[src/rtl/mem_arbiter_nch_pkg.sv]
// Shared constants for the N-channel memory arbiter: FSM states, length codes,
// IO region decode and arbitration modes.
package mem_arbiter_nch_pkg;

    typedef enum logic [1:0] {
        ST_IDLE  = 2'd0,
        ST_ISSUE = 2'd1,
        ST_TAIL  = 2'd2,
        ST_DONE  = 2'd3
    } arb_state_e;

    localparam logic [1:0] LEN_1B = 2'd0;
    localparam logic [1:0] LEN_2B = 2'd1;
    localparam logic [1:0] LEN_3B = 2'd2;
    localparam logic [1:0] LEN_4B = 2'd3;

    localparam logic [31:0] IO_REGION = 32'h0003_0000;

    localparam int PRIO_FIXED = 0;
    localparam int PRIO_RR    = 1;

endpackage

[src/rtl/mem_arb_grant.sv]
// Request vector + mask -> one-hot grant and winner index; owns the round-robin
// pointer, which advances past the winner on every accepted grant.
module mem_arb_grant
    import mem_arbiter_nch_pkg::*;
#(
    parameter int NUM_CH    = 2,
    parameter int PRIO_MODE = PRIO_FIXED,
    localparam int CH_W     = (NUM_CH > 1) ? $clog2(NUM_CH) : 1
) (
    input  logic              clk_in,
    input  logic              rst_in,
    input  logic              rdy_in,
    input  logic [NUM_CH-1:0] req_i,
    input  logic [NUM_CH-1:0] mask_i,
    input  logic              take_i,
    output logic [NUM_CH-1:0] gnt_o,
    output logic [CH_W-1:0]   idx_o,
    output logic              any_o
);

    logic [CH_W-1:0]   ptr_q;
    logic [NUM_CH-1:0] eligible;
    int                cand;

    always_comb begin
        gnt_o    = '0;
        idx_o    = '0;
        any_o    = 1'b0;
        cand     = 0;
        eligible = req_i & ~mask_i;
        for (int i = 0; i < NUM_CH; i++) begin
            cand = (PRIO_MODE == PRIO_RR) ? (int'(ptr_q) + i) % NUM_CH : i;
            if (!any_o && eligible[cand]) begin
                any_o       = 1'b1;
                gnt_o[cand] = 1'b1;
                idx_o       = CH_W'(cand);
            end
        end
    end

    always_ff @(posedge clk_in) begin
        if (rst_in) begin
            ptr_q <= '0;
        end else if (rdy_in && take_i && any_o) begin
            ptr_q <= (idx_o == CH_W'(NUM_CH - 1)) ? '0 : idx_o + 1'b1;
        end
    end

endmodule

[src/rtl/mem_arbiter_nch.sv]
// N-channel arbiter and byte serialiser onto a single 8-bit RAM/IO port.
// Grants one requester, issues len+1 byte cycles, collects read bytes, pulses done_o.
module mem_arbiter_nch
    import mem_arbiter_nch_pkg::*;
#(
    parameter int NUM_CH    = 2,
    parameter int ADDR_W    = 32,
    parameter int PRIO_MODE = PRIO_FIXED
) (
    input  logic                     clk_in,
    input  logic                     rst_in,
    input  logic                     rdy_in,
    input  logic [NUM_CH-1:0]        req_i,
    input  logic [NUM_CH-1:0]        wr_i,
    input  logic [NUM_CH*ADDR_W-1:0] addr_i,
    input  logic [NUM_CH*2-1:0]      len_i,
    input  logic [NUM_CH*32-1:0]     wdata_i,
    output logic [NUM_CH-1:0]        done_o,
    output logic [31:0]              rdata_o,
    output logic                     busy_o,
    input  logic [7:0]               mem_din,
    output logic [7:0]               mem_dout,
    output logic [ADDR_W-1:0]        mem_a,
    output logic                     mem_wr
);

    localparam int CH_W = (NUM_CH > 1) ? $clog2(NUM_CH) : 1;

    arb_state_e        state_q;
    logic [1:0]        cnt_q;
    logic [1:0]        len_q;
    logic              wr_q;
    logic [31:0]       wbuf_q;
    logic [31:0]       rdata_q;
    logic [NUM_CH-1:0] gnt_q;
    logic [NUM_CH-1:0] done_q;
    logic              busy_q;
    logic [ADDR_W-1:0] mem_a_q;
    logic [7:0]        mem_dout_q;
    logic              mem_wr_q;
    logic [7:0]        din_hold_q;
    logic              hold_vld_q;

    logic [NUM_CH-1:0] gnt;
    logic [CH_W-1:0]   gnt_idx;
    logic              gnt_any;
    logic              take;
    logic [ADDR_W-1:0] addr_sel;
    logic [1:0]        len_sel;
    logic [31:0]       wdata_sel;
    logic              wr_sel;
    logic [7:0]        din_cur;

    assign done_o   = done_q & {NUM_CH{rdy_in}};
    assign mem_wr   = mem_wr_q & rdy_in;
    assign mem_a    = mem_a_q;
    assign mem_dout = mem_dout_q;
    assign rdata_o  = rdata_q;
    assign busy_o   = busy_q;
    assign take     = (state_q == ST_IDLE) && gnt_any;

    mem_arb_grant #(
        .NUM_CH    (NUM_CH),
        .PRIO_MODE (PRIO_MODE)
    ) u_grant (
        .clk_in (clk_in),
        .rst_in (rst_in),
        .rdy_in (rdy_in),
        .req_i  (req_i),
        .mask_i (done_o),
        .take_i (take),
        .gnt_o  (gnt),
        .idx_o  (gnt_idx),
        .any_o  (gnt_any)
    );

    // The byte pending from the last active cycle is captured when a pause starts,
    // so a RAM that keeps running during the pause cannot overwrite it.
    always_comb begin
        addr_sel  = addr_i[int'(gnt_idx) * ADDR_W +: ADDR_W];
        len_sel   = len_i[int'(gnt_idx) * 2 +: 2];
        wdata_sel = wdata_i[int'(gnt_idx) * 32 +: 32];
        wr_sel    = wr_i[gnt_idx];
        din_cur   = hold_vld_q ? din_hold_q : mem_din;
    end

    always_ff @(posedge clk_in) begin
        if (rst_in) begin
            state_q    <= ST_IDLE;
            cnt_q      <= '0;
            len_q      <= '0;
            wr_q       <= 1'b0;
            wbuf_q     <= '0;
            rdata_q    <= '0;
            gnt_q      <= '0;
            done_q     <= '0;
            busy_q     <= 1'b0;
            mem_a_q    <= '0;
            mem_dout_q <= '0;
            mem_wr_q   <= 1'b0;
            din_hold_q <= '0;
            hold_vld_q <= 1'b0;
        end else if (!rdy_in) begin
            if (!hold_vld_q) begin
                din_hold_q <= mem_din;
                hold_vld_q <= 1'b1;
            end
        end else begin
            hold_vld_q <= 1'b0;
            case (state_q)
                ST_IDLE: begin
                    if (gnt_any) begin
                        state_q    <= ST_ISSUE;
                        cnt_q      <= '0;
                        len_q      <= len_sel;
                        wr_q       <= wr_sel;
                        gnt_q      <= gnt;
                        busy_q     <= 1'b1;
                        rdata_q    <= '0;
                        mem_a_q    <= addr_sel;
                        mem_wr_q   <= wr_sel;
                        mem_dout_q <= wr_sel ? wdata_sel[7:0] : mem_dout_q;
                        wbuf_q     <= wdata_sel >> 8;
                    end
                end
                ST_ISSUE: begin
                    if (!wr_q && cnt_q != 2'd0) begin
                        rdata_q[{cnt_q - 2'd1, 3'b000} +: 8] <= din_cur;
                    end
                    if (cnt_q == len_q) begin
                        mem_wr_q <= 1'b0;
                        if (wr_q) begin
                            state_q <= ST_DONE;
                            done_q  <= gnt_q;
                        end else begin
                            state_q <= ST_TAIL;
                        end
                    end else begin
                        cnt_q    <= cnt_q + 2'd1;
                        mem_a_q  <= mem_a_q + 1'b1;
                        mem_wr_q <= wr_q;
                        if (wr_q) begin
                            mem_dout_q <= wbuf_q[7:0];
                            wbuf_q     <= wbuf_q >> 8;
                        end
                    end
                end
                ST_TAIL: begin
                    rdata_q[{cnt_q, 3'b000} +: 8] <= din_cur;
                    state_q <= ST_DONE;
                    done_q  <= gnt_q;
                end
                ST_DONE: begin
                    done_q  <= '0;
                    busy_q  <= 1'b0;
                    state_q <= ST_IDLE;
                end
                default: state_q <= ST_IDLE;
            endcase
        end
    end

endmodule

[config.mk]
export PLATFORM = sky130hd
export DESIGN_NAME = mem_arbiter_nch
export DESIGN_NICKNAME = d
export VERILOG_FILES = /design/src/rtl/mem_arbiter_nch_pkg.sv /design/src/rtl/mem_arb_grant.sv /design/src/rtl/mem_arbiter_nch.sv
export SDC_FILE = /design/constraint.sdc
export NUM_CORES = 1
export LEC_CHECK = 0
export ABC_AREA = 1
export CAP_MARGIN = 20
export CORE_ASPECT_RATIO = 1.4
export CORE_MARGIN = 3
export CORE_UTILIZATION = 49
export DETAILED_ROUTE_END_ITERATION = 8
export PLACE_DENSITY_LB_ADDON = 0.1
export REMOVE_ABC_BUFFERS = 1
export SKIP_LAST_GASP = 1
export SYNTH_ARGS = -nofsm -noshare
export SYNTH_HDL_FRONTEND = slang
export SYNTH_HIERARCHICAL = 1
export SYNTH_SLANG_ARGS = --single-unit
[constraint.sdc]
create_clock -name clk_in -period 2.15 [get_ports clk_in]
set_input_delay 0.215 -clock clk_in [delete_from_list [all_inputs] [get_ports clk_in]]
set_output_delay 0.215 -clock clk_in [all_outputs]
set_load 0.03 [all_outputs]
* After elaboration in Yosys (flattened, before gate mapping)
Cells that the tools add are included. W data, S select, Z words.
Cells by class: add/subtract/negate cells 5, $lt $le $gt $ge 1, eq/ne operators 10, shifts and indexed selects 7, mux-type cells 39, bitwise logic cells 4, reduce and logical (&&, ||, !) cells 19
Operators with widths (count):
- $mux W32 | 7
- $pmux W32 S2 | 2
- $shiftx A64 B7 Y32 | 2
- $pmux W32 S3 | 1
- $bwmux W32 | 2
- $shift A8 B7 Y32 const A | 2
- $shiftx A8 B7 Y32 | 2
- $mux W8 | 5
- $add A32 B1 Y32 const B | 1
- $pmux W8 S2 | 1
- $neg A5 Y7 | 2
- $mux W2 | 6
- $ne A2 B2 Y1 const B | 6
- $reduce_and A3 Y1 | 4
- $reduce_and A4 Y1 | 3
- $mux W1 | 10
- $pmux W2 S4 | 1
- $pmux W2 S3 | 1
- $reduce_and A6 Y1 | 1
- $reduce_bool A2 Y1 | 3
- $reduce_bool A3 Y1 | 2
- $reduce_and A5 Y1 | 1
- $and A2 B2 Y2 | 2
- $eq A2 B2 Y1 const B | 2
- other kinds (13) | 16
Storage, ports and cells: register bits 126, bits of input ports 147, output and inout port bits 76, word-level logic and storage cells 99

* Logic depth before layout (Yosys ltp)
Gate-level depths: netlist of the first run.
depth after elaboration 12, gate-level depth with buffers 14

* By module
The synthesis of the first run kept the hierarchy.
By module, submodules not included:
- mem_arbiter_nch | instances 1, cells each 1386, area an instance 7865.0 sq um
- mem_arb_grant | instances 1, cells each 9, area an instance 40.0 sq um

* Worst setup path after synthesis of the first run
Ideal clock, no wire load.
path kind input -> register, start point input port rdy_in, end point register mem_a_q[11], in the netlist mem_a[11], library setup time 0.070 ns, arrival 1.941 ns, setup slack 0.140 ns, stages on the path 11, cell sequence clkbuf_1 -> nand2_1 -> inv_1 -> nor2_2 -> nor2_1 -> buf_2 -> buf_1 -> nand2_1 -> a21oi_1 -> nor2_1 -> a21oi_1
Between the ends: word-level cells in the longest chain between the ends 10
RTL lines:
- from (decl) | RTL line mem_arbiter_nch.sv:12 | input logic rdy_in,
- $and A2 B2 Y2 | RTL line mem_arbiter_nch.sv:54 | assign done_o = done_q & {NUM_CH{rdy_in}};
- via done_o[0] | RTL line mem_arbiter_nch.sv:18 | output logic [NUM_CH-1:0] done_o,
- $not A2 Y2 | RTL line mem_arb_grant.sv:30 | eligible = req_i & ~mask_i;
- $and A2 B2 Y2 | RTL line mem_arb_grant.sv:30
- $mux W1
- via gnt[0] | RTL line mem_arbiter_nch.sv:44 | logic [NUM_CH-1:0] gnt;
- $logic_not A1 Y1 | RTL line mem_arb_grant.sv:33 | if (!any_o && eligible[cand]) begin
- $logic_and A1 B1 Y1 | RTL line mem_arb_grant.sv:33
- $mux W1 | RTL line mem_arb_grant.sv:33
- via gnt_idx | RTL line mem_arbiter_nch.sv:45 | logic [CH_W-1:0] gnt_idx;
- $shiftx A64 B7 Y32 | RTL line mem_arbiter_nch.sv:80 | addr_sel = addr_i[int'(gnt_idx) * ADDR_W +: ADDR_W];
- $mux W32 | RTL line mem_arbiter_nch.sv:112 | if (gnt_any) begin
- $pmux W32 S2 | RTL line mem_arbiter_nch.sv:110 | case (state_q)
- to (signal assigned) | RTL line mem_arbiter_nch.sv:120 | mem_a_q <= addr_sel;
- to (signal assigned) | RTL line mem_arbiter_nch.sv:140 | mem_a_q <= mem_a_q + 1'b1;
- to (decl) | RTL line mem_arbiter_nch.sv:38 | logic [ADDR_W-1:0] mem_a_q;
The timed path passes the listed nets, and every way through them passes these cells. The select of a mux whose other input is x is not followed. A chain may end at the register's enable or synchronous reset.

* Worst setup path after layout of the first run
start point register state_q[0], end point register wbuf_q[6]
Between the ends: word-level cells in the longest chain between the ends 3
RTL lines:
- from (decl) | RTL line mem_arbiter_nch.sv:29 | arb_state_e state_q;
- from (signal assigned) | RTL line mem_arbiter_nch.sv:89 | state_q <= ST_IDLE;
- from (signal assigned) | RTL line mem_arbiter_nch.sv:113 | state_q <= ST_ISSUE;
- from (signal assigned) | RTL line mem_arbiter_nch.sv:133 | state_q <= ST_DONE;
- $eq A2 B1 Y1 / $logic_not A2 Y1 (equally long branches) | RTL line mem_arbiter_nch.sv:110
- $ne A2 B2 Y1 (no line) / $reduce_bool A2 Y1 (equally long branches)
- $reduce_and A5 Y1 (no line)
- to (signal assigned) | RTL line mem_arbiter_nch.sv:123 | wbuf_q <= wdata_sel >> 8;
- to (signal assigned) | RTL line mem_arbiter_nch.sv:144 | wbuf_q <= wbuf_q >> 8;
- to (decl) | RTL line mem_arbiter_nch.sv:33 | logic [31:0] wbuf_q;
Several ways; a longest one is shown, not always the timed one.

==> results of run 1 <==
[routing by layer]
| metal | global-route usage [%] | wire length (µm) |
|---|---|---|
| met5 | 0 | 0 |
| met4 | 11.9 | 883 |
| met2 | 51.3 | 13100 |
| met3 | 5.65 | 1510 |
| met1 | 30.6 | 9810 |
[worst max path at each step]
stage	cells past startpoint	end	start	slack, ns
floorplan	9	mem_a[7]	done_q[0]	-2.61
global placement	13	wbuf_q[1]	rdy_in	-0.04
detailed placement	13	wbuf_q[21]	rdy_in	-0.11
CTS	10	rdata_o[3]	state_q[0]	0.12
global route	11	wbuf_q[9]	state_q[0]	-0.03
finish	10	wbuf_q[6]	state_q[0]	0.05
[cell type report]
cell class,instances,area [µm²]
Timing Repair Buffer,275,2780
Multi-Input combinational cell,1079,4770
Tap cell,196,245
Fill cell,1411,4430
Sequential cell,118,2360
Inverter,125,469
Clock inverter,13,180
Clock buffer,19,443
Antenna cell,1,2.50
[power by group through the flow]
stage	combinational [µW]	sequential, µW	clock, µW
CTS	2340	2630	3030
global route	2560	2670	3130
finish	2340	2630	3020
detailed placement	2310	2670	0
global placement	2280	2670	0
floorplan	989	2860	0
[kinds of logic after synthesis]
| kind of cell | Yosys count | synth area share (%) |
|---|---|---|
| AO/OA/AOI/OAI | 252 | 16.5 |
| AND/OR/NAND/NOR | 805 | 40.5 |
| adder cells (fa/ha/maj) | 12 | 1.90 |
| buffers and inverters | 198 | 10.1 |
| flip-flops | 118 | 29.9 |
| XOR/XNOR | 10 | 1.11 |
[through the flow]
step,setup TNS (ns),power (µW)
6_report,0,7990
3_5_place_dp,-2.85,4980
2_1_floorplan,-204.50,3850
5_1_grt,-0.0934,8360
4_1_cts,0,8000
3_3_place_gp,-0.744,4940
[worst min-delay path, delay by kind of cell]
family / cells / cell delay [ns]
buf+inv: 2 / 0.26
compound gates: 2 / 0.15
[sequential cells by signal (all words and copies together) (netlist names), 2 cells and up]
signal / cells
din_hold_q: 8
cnt_q: 2
mem_dout: 8
rdata_o: 32
done_q: 2
gnt_q: 2
len_q: 2
mem_a: 32
state_q: 2
wbuf_q: 24
[what timing repair did]
item,CTS,global route
gates resized for setup,0,2
setup buffers,1,0
pin swaps,1,0
gates cloned,0,0
setup endpoints to repair,1,6
[cell usage in the layout (no fill, tap or decap), types with 2 or more instances in the layout]
master,netlist,layout
clkinv_2,0,4
nor2_2,2,3
xnor2_1,3,3
nor2_4,2,3
dfxtp_1,118,118
bufinv_16,0,4
inv_2,5,7
o21ai_0,108,108
buf_4,7,40
clkinvlp_4,0,3
o22ai_1,3,3
nor2_1,207,205
nand2_1,495,495
clkinv_1,4,3
inv_1,116,115
o21ai_2,3,3
xor2_1,7,7
clkbuf_16,0,17
clkdlybuf4s50_1,0,221
clkinv_4,0,2
buf_12,0,13
a31oi_1,2,2
a21oi_1,120,120
nor3_4,2,2
o21ai_1,12,12
nand3_1,92,92
ha_1,12,11
==> summary.txt, run 1 <==
Power
  • Psw: 2610 µW
  • Sequential fraction of design power: 33.0%
  • Int Power: 5380 µW
  • Maximum vdd ir drop: around 0.46 mV
  • Pwr dens: 710 nW/µm²
  • Combinational share of power: 29.2%
  • Sw frac: 32.7%
  • Clk network pwr share: between 30% and 40%
  • Pleak: 0.00474 µW

STA
  • Skew final: about 0.0084 ns
  • Relative slew margins: approximately three fifths
  • Final period util: 97.6%
  • Slew Viols, Final: 0
  • WHS: ~0.28 ns
  • Fmax: 477 MHz
  • Unrepaired setup endpoints after global routing: true
  • Worst-margin pin slew: 0.573 ns
  • Final hold viol count: 0
  • Tmin final: 2.10 ns
  • Final Setup Violations: 0
  • Post-route setup slack: 0.0516 ns

Clocking
  • Clock Sinks: 118
  • Clk slew on worst S/H paths: 0.06 ns
  • Hold buffer count at CTS: 0
  • TritonCTS clock tree: built
  • Clk Latency, worst-skew pair: 0.41 ns
  • Num CTS Buffers: 17
  • CTS root buf: clkbuf_16
  • CTS Buffer Depth: 2
  • Htree depth: 4

Floorplan
  • Cell row count: 54
  • Die width: 113 µm
  • Core area: 15700 µm²
  • Initial core utilization: just over 50%
  • Die Y: 156 µm
  • Die area: 17700 µm²
  • Io pins: 223

Setup path
  • Cells on worst reg2reg path: 10
  • Crit path top cell by count: inv_2
  • Crit path cell chain: inv_1 -> ha_1 -> inv_2 -> o21ai_2 -> a21oi_4 -> nand2_2 -> nor2_4 -> inv_2 -> buf_12 -> a21oi_1
  • WS Path Type: flip-flop to flip-flop
  • Worst r2r dst: wbuf_q[6]
  • Top cell family by delay on the critical path: buffers and inverters
  • CP required: 2.48 ns
  • RR Startpoint: state_q[0]
  • Worst path arrival time: around 2.4 ns
  • R2R Setup Slk: about 0.052 ns
  • Crit-path max FO: 13
  • Worst path slowest cell: dfxtp_1
  • CP max stage delay: 0.42 ns
  • WP buf/inv: 4
  • CP startpoint kind: flip-flop
  • Critical Path End Type: flip-flop

Min path
  • Hold_sp: rst_in
  • Hold Path Class: primary input to flip-flop
  • Hold Crit Depth: 4
  • Hold Path Sink: mem_a[10]

Global routing
  • First-pass GRT wire length: 40.6 mm
  • Tot GR Track Use: about 28%
  • Initial antenna violation count: 0
  • Vias in the first global route: 8689
  • Largest net degree at the start of global routing: 65
  • Remaining global-route overflow: 0

Synth
  • Asr flop ratio synth: 0%
  • Cell Area, Synth: 7910 µm²
  • Synth area leaders: dfxtp_1 (30%), nand2_1 (24%), nor2_1 (9.8%)
  • Predominant post-synthesis flop cell: dfxtp_1
  • Most instantiated cells after synthesis: nand2_1 (495), nor2_1 (207), a21oi_1 (120)
  • Synth cell types: 33
  • Yosys top cell by area: dfxtp_1
  • Post-Synthesis Cells: 1395
  • Post-synth top area share: 29.9%
  • Sequential fraction of the synthesis area: 29.9%
  • Yosys warnings: 6
  • Syn Area/Cell: approximately 5.7 µm²
  • Yosys reg bits: 118
  • Post-synth EDFFs: 0
  • Count leader, synth: nand2_1

Place
  • Post-DP Area: 10600 µm²
  • Pre-CTS WS: -0.109 ns
  • IO Port Bufs: 222
  • Hpwl dp: about 18 mm
  • Placer Congestion: 0.937
  • # placed instances: around 1800

Layout
  • Layout area overhead: 42.3%
  • Fraction of layout cells with a size suffix above 1: ~6.7%
  • Post-layout util: 71.8%
  • Cell area after layout: 11200 µm²
  • Final #Nets: about 1800
  • Layout Cells excl Fill: 1826

Detailed routing
  • Drt drc: 0
  • DR iter-0 viols: 744
  • Vias after detailed routing: roughly 9500
  • DRT antenna net count: 0
  • Final WL: 25.3 mm
  • WL per Instance: 13.9 µm
  • Vias/cell: 5.20
  • Router iterations before antenna repair: 5

Run
  • Max-cap viol count: 0

Status
  • Status: completed
(Power assumes the default switching activity.)
==> inputs of run 2 (changes only) <==
--- a/config.mk
+++ b/config.mk
@@ -7,7 +7,7 @@
 export LEC_CHECK = 0
 export ABC_AREA = 1
 export CAP_MARGIN = 20
-export CORE_ASPECT_RATIO = 1.4
+export CORE_ASPECT_RATIO = 0.7
 export CORE_MARGIN = 3
 export CORE_UTILIZATION = 49
 export DETAILED_ROUTE_END_ITERATION = 8
==> run 2 against run 1 <==
Design area hardly changed. Setup slack improved by 0.099 ns. Largest cell class unchanged. Fmax increased by 4.9%. Sequential cell count unchanged. Sequential share of layout area is essentially flat. Combinational power about the same. Critical endpoint is now mem_wr.
==> summary.txt, run 2 (synthesis results as in run 1) <==
Setup path
  • R2R Setup Slk: 0.19 ns (+0.14 ns)
  • Crit path cell chain: clkdlybuf4s50_1 -> buf_4 -> nand2_1 -> inv_1 -> clkdlybuf4s50_1
  • Crit-path max FO: 10 (-3)
  • WS Path Type: primary input to output pin
  • CP required: 1.93 ns (-0.55 ns)
  • CP startpoint kind: primary input
  • CP max stage delay: 0.66 ns (+0.24 ns)
  • Worst path arrival time: 1.78 ns (-0.65 ns)
  • Crit path top cell by count: clkdlybuf4s50_1
  • RR Startpoint: state_q[0]
  • Cells on worst reg2reg path: 10 (unchanged)
  • Worst r2r dst: wbuf_q[12]
  • Worst path slowest cell: clkdlybuf4s50_1
  • Critical Path End Type: output pin

Min path
  • Hold Path Sink: mem_dout[2]
  • Hold Path Class: primary input to flip-flop
  • Hold_sp: rst_in
  • Hold Crit Depth: 4 (unchanged)

Clocking
  • Hold buffer count at CTS: 0 (unchanged)
  • Htree depth: 4 (unchanged)
  • Clk Latency, worst-skew pair: 0.42 ns (about the same)
  • TritonCTS clock tree: built
  • Num CTS Buffers: 17 (unchanged)
  • CTS root buf: clkbuf_16
  • Clock Sinks: 118 (unchanged)
  • CTS Buffer Depth: 2 (unchanged)
  • Clk slew on worst S/H paths: 0.06 ns (about the same)

STA
  • Worst-margin pin slew: 0.562 ns (-0.0116 ns)
  • Final hold viol count: 0 (unchanged)
  • Relative slew margins: 62.6% (+0.77 points)
  • Final period util: 93.0% (-4.6 points)
  • Final Setup Violations: 0 (unchanged)
  • Unrepaired setup endpoints after global routing: false
  • Fmax: 500 MHz (+4.9%)
  • WHS: 0.282 ns (+0.00343 ns)
  • Slew Viols, Final: 0 (unchanged)
  • Post-route setup slack: 0.150 ns (+0.0988 ns)
  • Tmin final: 2.00 ns (-0.0988 ns)
  • Skew final: 0.0107 ns (+0.00231 ns)

Power
  • Pleak: 0.00474 µW (+0.14%)
  • Maximum vdd ir drop: 0.533 mV (+16%)
  • Pwr dens: 707 nW/µm² (-0.52%)

Detailed routing
  • Vias after detailed routing: 9665 (+1.8%)
  • Met2 wire len: 11.2 mm (-15%)
  • Drt drc: 0 (unchanged)
  • Metal1 wirelength: 12.1 mm (+23%)
  • Final WL: 26.1 mm (+3.1%)
  • WL per Instance: 14.2 µm (+2.7%)
  • Router iterations before antenna repair: 5 (unchanged)
  • WL met3: 2.40 mm (+59%)
  • DR iter-0 viols: 951 (+28%)
  • Vias/cell: 5.27 (+1.4%)
  • DRT antenna net count: 0 (unchanged)
  • Highest Signal Layer: met4

Layout
  • Filler cell count in the final layout: 1390 (-1.5%)
  • Layout area overhead: 42.3% (about the same)
  • Cell area after layout: 11200 µm² (about the same)
  • Fraction of layout cells with a size suffix above 1: 6.86% (+0.17 points)
  • Commonest non-fill, non-tap cell in the layout: nand2_1
  • Layout Cells excl Fill: 1833 (+0.38%)
  • Commonest non-fill, non-tap cells in the layout: nand2_1 (495), clkdlybuf4s50_1 (220), nor2_1 (206)
  • Final #Nets: 1778 (+0.17%)
  • Post-layout util: 71.9% (+0.14 points)

Status
  • Status: completed

Global routing
  • Initial antenna violation count: 1 (+1)
  • Remaining global-route overflow: 0 (unchanged)
  • First-pass GRT wire length: 42.8 mm (+5.4%)
  • Largest net degree at the start of global routing: 57 (-12%)
  • Vias in the first global route: 8943 (+2.9%)
  • Tot GR Track Use: 29.3% (+1.5 points)

Place
  • # placed instances: 1798 (+0.33%)
  • Pre-CTS WS: -0.135 ns (-0.0262 ns)
  • Placer Congestion: 0.957 (+2.1%)
  • Post-DP Area: 10600 µm² (+0.17%)
  • Hpwl dp: 18.7 mm (+1.6%)
  • IO Port Bufs: 222 (unchanged)

Floorplan
  • Die Y: 112 µm (-28%)
  • Core area: 15600 µm² (-0.21%)
  • Io pins: 223 (unchanged)
  • Initial core utilization: 50.5% (+0.10 points)
  • Cell row count: 38 (-30%)
  • Die area: 17700 µm² (about the same)
  • Die width: 158 µm (+39%)

Run
  • Max-cap viol count: 0 (unchanged)
[run 2: how the worst max path moves through the flow]
stage                     from          end  slack [ns]  cells past startpoint
finish                  rdy_in       mem_wr        0.15                      5
global route          cnt_q[1]  rdata_o[16]        0.02                     11
CTS                 state_q[0]   wbuf_q[14]        0.14                     10
detailed placement      rdy_in   wbuf_q[14]       -0.14                     13
global placement        rdy_in  mem_dout[4]       -0.05                     12
floorplan            done_q[0]     mem_a[7]       -2.61                      9
[run 2: report_power, final]
part | switching, µW | leakage (µW) | internal (µW)
Clock | 1070 | 0.000288 | 1880
Sequential | 219 | 0.000967 | 2420
Combinational | 1350 | 0.00349 | 1010
[run 2: worst max-delay path, delay by kind of cell]
family / cells / cell delay (ns)
buffers and inverters: 4 / 1.47
AND/OR/NAND/NOR: 1 / 0.10
[run 2: metal layers]
| layer | track usage [%] | up-vias |
|---|---|---|
| met5 | 0 | - |
| met2 | 44.6 | 459 |
| li1 | - | 4838 |
| met4 | 8.15 | 0 |
| met3 | 6.63 | 41 |
| met1 | 41.8 | 4327 |
[run 2: cell type report]
class	instances	area, µm²	area share (%)
antenna	1	2.50	0.0222
clock buffer	20	457	4.06
clock inverter	12	153	1.36
inverter	125	469	4.17
multi-input combinational	1079	4760	42.3
sequential	118	2360	21.0
tap	200	250	2.22
timing repair buffer	278	2800	24.9
[run 2: what timing repair did]
action | CTS | global route
setup endpoints to repair | 0 | 8
resized for setup | 0 | 0
setup buffers | 0 | 2
[run 2: metrics by stage]
| step | TNS [ns] | power, µW |
|---|---|---|
| 2_1_floorplan | -204.50 | 3850 |
| 3_3_place_gp | -1.57 | 4950 |
| 3_5_place_dp | -5.32 | 5000 |
| 4_1_cts | 0 | 7940 |
| 5_1_grt | 0 | 8340 |
| 6_report | 0 | 7950 |
==> inputs of run 3 (changes only) <==
--- a/config.mk
+++ b/config.mk
@@ -8,7 +8,7 @@
 export ABC_AREA = 1
 export CAP_MARGIN = 20
 export CORE_ASPECT_RATIO = 0.7
-export CORE_MARGIN = 3
+export CORE_MARGIN = 5
 export CORE_UTILIZATION = 49
 export DETAILED_ROUTE_END_ITERATION = 8
 export PLACE_DENSITY_LB_ADDON = 0.1
==> run 3 against run 2 <==
Global-route usage is 2.0 points lower. First-iteration DRC count decreased by 11%. Final cell count fell by 0.27%. Design area is 0.28% lower. Highest routed layer unchanged. Sequential cell count is the same. Combinational power fell by 2%. Critical endpoint is now mem_a[30]. Non-clock buffer count down 4.
==> summary.txt, run 3 (synthesis results as in run 1) <==
Status
  • Status: completed

Setup path
  • CP max stage delay: 0.45 ns (-0.21 ns)
  • Worst Setup SP: mem_a[1]
  • WS Path Type: flip-flop to flip-flop
  • CP required: 2.50 ns (+0.57 ns)
  • Worst Setup EP: mem_a[30]
  • Worst r2r dst: mem_a[30]
  • Worst path slowest cell: nor2_1
  • Worst path arrival time: 2.33 ns (+0.55 ns)
  • Critical Path End Type: flip-flop
  • CP startpoint kind: flip-flop
  • Crit path cell chain: ha_1 -> nand2_1 -> nor2_1 -> nand2_1 -> nor2_1 -> nand3_1 -> nand2_1 -> nand2_1 -> a21oi_1
  • RR Startpoint: mem_a[1]
  • Cells on worst reg2reg path: 9 (-1)
  • R2R Setup Slk: 0.18 ns (about the same)
  • Crit-path max FO: 5 (-5)
  • Crit path top cell by count: nand2_1

Clocking
  • Setup Fix Bufs, Post-CTS: 0 (unchanged)
  • Clk Latency, worst-skew pair: 0.42 ns (about the same)
  • Clk slew on worst S/H paths: 0.06 ns (about the same)
  • Post-CTS Resized: 0 (unchanged)
  • Num CTS Buffers: 17 (unchanged)
  • CTS root buf: clkbuf_16
  • TritonCTS clock tree: built
  • CTS Buffer Depth: 2 (unchanged)
  • Clock Sinks: 118 (unchanged)
  • Hold buffer count at CTS: 0 (unchanged)
  • Htree depth: 4 (unchanged)

STA
  • Final period util: 91.8% (-1.2 points)
  • Final hold viol count: 0 (unchanged)
  • Fmax: 506 MHz (+1.3%)
  • Slew Viols, Final: 0 (unchanged)
  • Sum of negative setup slack: 0 ns (unchanged)
  • Worst-margin pin slew: 0.578 ns (+0.0169 ns)
  • Unrepaired setup endpoints after global routing: false
  • Relative slew margins: 61.4% (-1.1 points)
  • Tmin final: 1.97 ns (-0.0252 ns)
  • Skew final: 0.0102 ns (-0.000514 ns)
  • Final Setup Violations: 0 (unchanged)

Floorplan
  • Initial core utilization: 50.5% (unchanged)
  • Core area: 15600 µm² (unchanged)
  • Cell row count: 38 (unchanged)
  • Die width: 162 µm (+2.5%)
  • Die area: 18800 µm² (+6.2%)
  • Die Y: 116 µm (+3.6%)
  • Io pins: 223 (unchanged)

Power
  • Pleak: 0.00473 µW (-0.34%)
  • Int Power: 5290 µW (-0.28%)
  • Sw frac: 33.7% (+0.48 points)
  • Tot Pwr: 7980 µW (+0.45%)
  • Pwr dens: 712 nW/µm² (+0.73%)
  • Sequential fraction of design power: 33.0% (-0.2 points)
  • Clk network pwr share: 37.9% (+0.8 points)
  • Psw: 2690 µW (+1.9%)
  • Combinational share of power: 29.1% (-0.6 points)
  • Maximum vdd ir drop: 0.510 mV (-4.2%)

Place
  • Placer Congestion: 0.971 (+1.5%)
  • Hpwl dp: 18.6 mm (-0.51%)
  • IO Port Bufs: 222 (unchanged)

Detailed routing
  • Final WL: 26.2 mm (+0.66%)
  • DR iter-0 viols: 846 (-11%)
  • DRT antenna net count: 0 (unchanged)
  • WL per Instance: 14.4 µm (+0.94%)
  • Vias after detailed routing: 9462 (-2.1%)
  • Router iterations before antenna repair: 5 (unchanged)
  • Drt drc: 0 (unchanged)
  • Vias/cell: 5.18 (-1.8%)

Global routing
  • Tot GR Track Use: 27.3% (-2.0 points)
  • First-pass GRT wire length: 42.6 mm (-0.45%)
  • Remaining global-route overflow: 0 (unchanged)
  • Largest net degree at the start of global routing: 61 (+7.0%)
  • Initial antenna violation count: 0 (-1)
  • Vias in the first global route: 8708 (-2.6%)

Min path
  • Hold Path Class: primary input to flip-flop

Layout
  • Layout area overhead: 41.9%
  • Commonest non-fill, non-tap cell in the layout: nand2_1
  • Commonest non-fill, non-tap cells in the layout: nand2_1 (495), clkdlybuf4s50_1 (220), nor2_1 (206)
  • Ant. Diodes: 0 (-1)
  • Fraction of layout cells with a size suffix above 1: 6.70% (-0.17 points)
  • Final #Nets: 1774 (-0.22%)

Run
  • Max-cap viol count: 0 (unchanged)
-- run 3: cell types whose count changed in the layout (fill, tap and decap cells not counted), sizes merged --
cell | before | now
clkinvlp | 4 | 3
inv | 122 | 126
buf | 58 | 54
clkinv | 8 | 6
diode | 1 | 0
clkbuf | 20 | 19
-- run 3: area by class of cell --
type	instances	area (µm²)
Multi-Input combinational cell	1079	4760
Inverter	125	469
Fill cell	1323	4430
Clock inverter	13	170
Tap cell	200	250
Timing Repair Buffer	274	2760
Clock buffer	19	453
Sequential cell	118	2360
-- run 3: worst min-delay path by stage --
stage | cells after the start | start | to | slack, ns
floorplan | 1 | rst_in | hold_vld_q | 0.28
global placement | 2 | wbuf_q[10] | wbuf_q[10] | 0.43
detailed placement | 2 | wbuf_q[19] | wbuf_q[19] | 0.43
CTS | 4 | rst_in | mem_a[0] | 0.28
global route | 4 | rst_in | mem_a[14] | 0.29
finish | 4 | rst_in | mem_a[0] | 0.27
-- run 3: layer usage --
layer  GRT usage, %  wire, µm
met1           38.0     12200
met2           42.2     11200
met3           7.16      2460
met4           7.61       445
met5              0         0
-- run 3: worst max-delay path, delay by kind of cell, from the launching register on --
kind | cells | cell delay (ns)
AOI/OAI and AO/OA | 1 | 0.13
and+or+nand+nor | 7 | 1.15
DFF | 1 | 0.42
adders and majority gates | 1 | 0.20
-- run 3: power by group through the flow --
stage	Combinational [µW]	Clock [µW]	Sequential [µW]
6_report	2320	3020	2640
5_1_grt	2540	3150	2670
4_1_cts	2310	3050	2630
3_5_place_dp	2290	0	2670
3_3_place_gp	2260	0	2660
2_1_floorplan	989	0	2860
-- run 3: per-stage QoR --
stage | area [µm²] | std cells | setup WS, ns | util, % | hold WS, ns
after floorplan | 7580 | 1322 | -2.61 | - | 0.282
after global placement | 10600 | 1796 | -0.0611 | 67.7 | 0.425
after detailed placement | 10600 | 1796 | -0.115 | 67.7 | 0.428
after CTS | 11200 | 1828 | 0.182 | 71.7 | 0.283
after global routing | 11200 | 1828 | 0.0319 | 71.7 | 0.293
final | 11200 | 1828 | 0.176 | 71.7 | 0.271
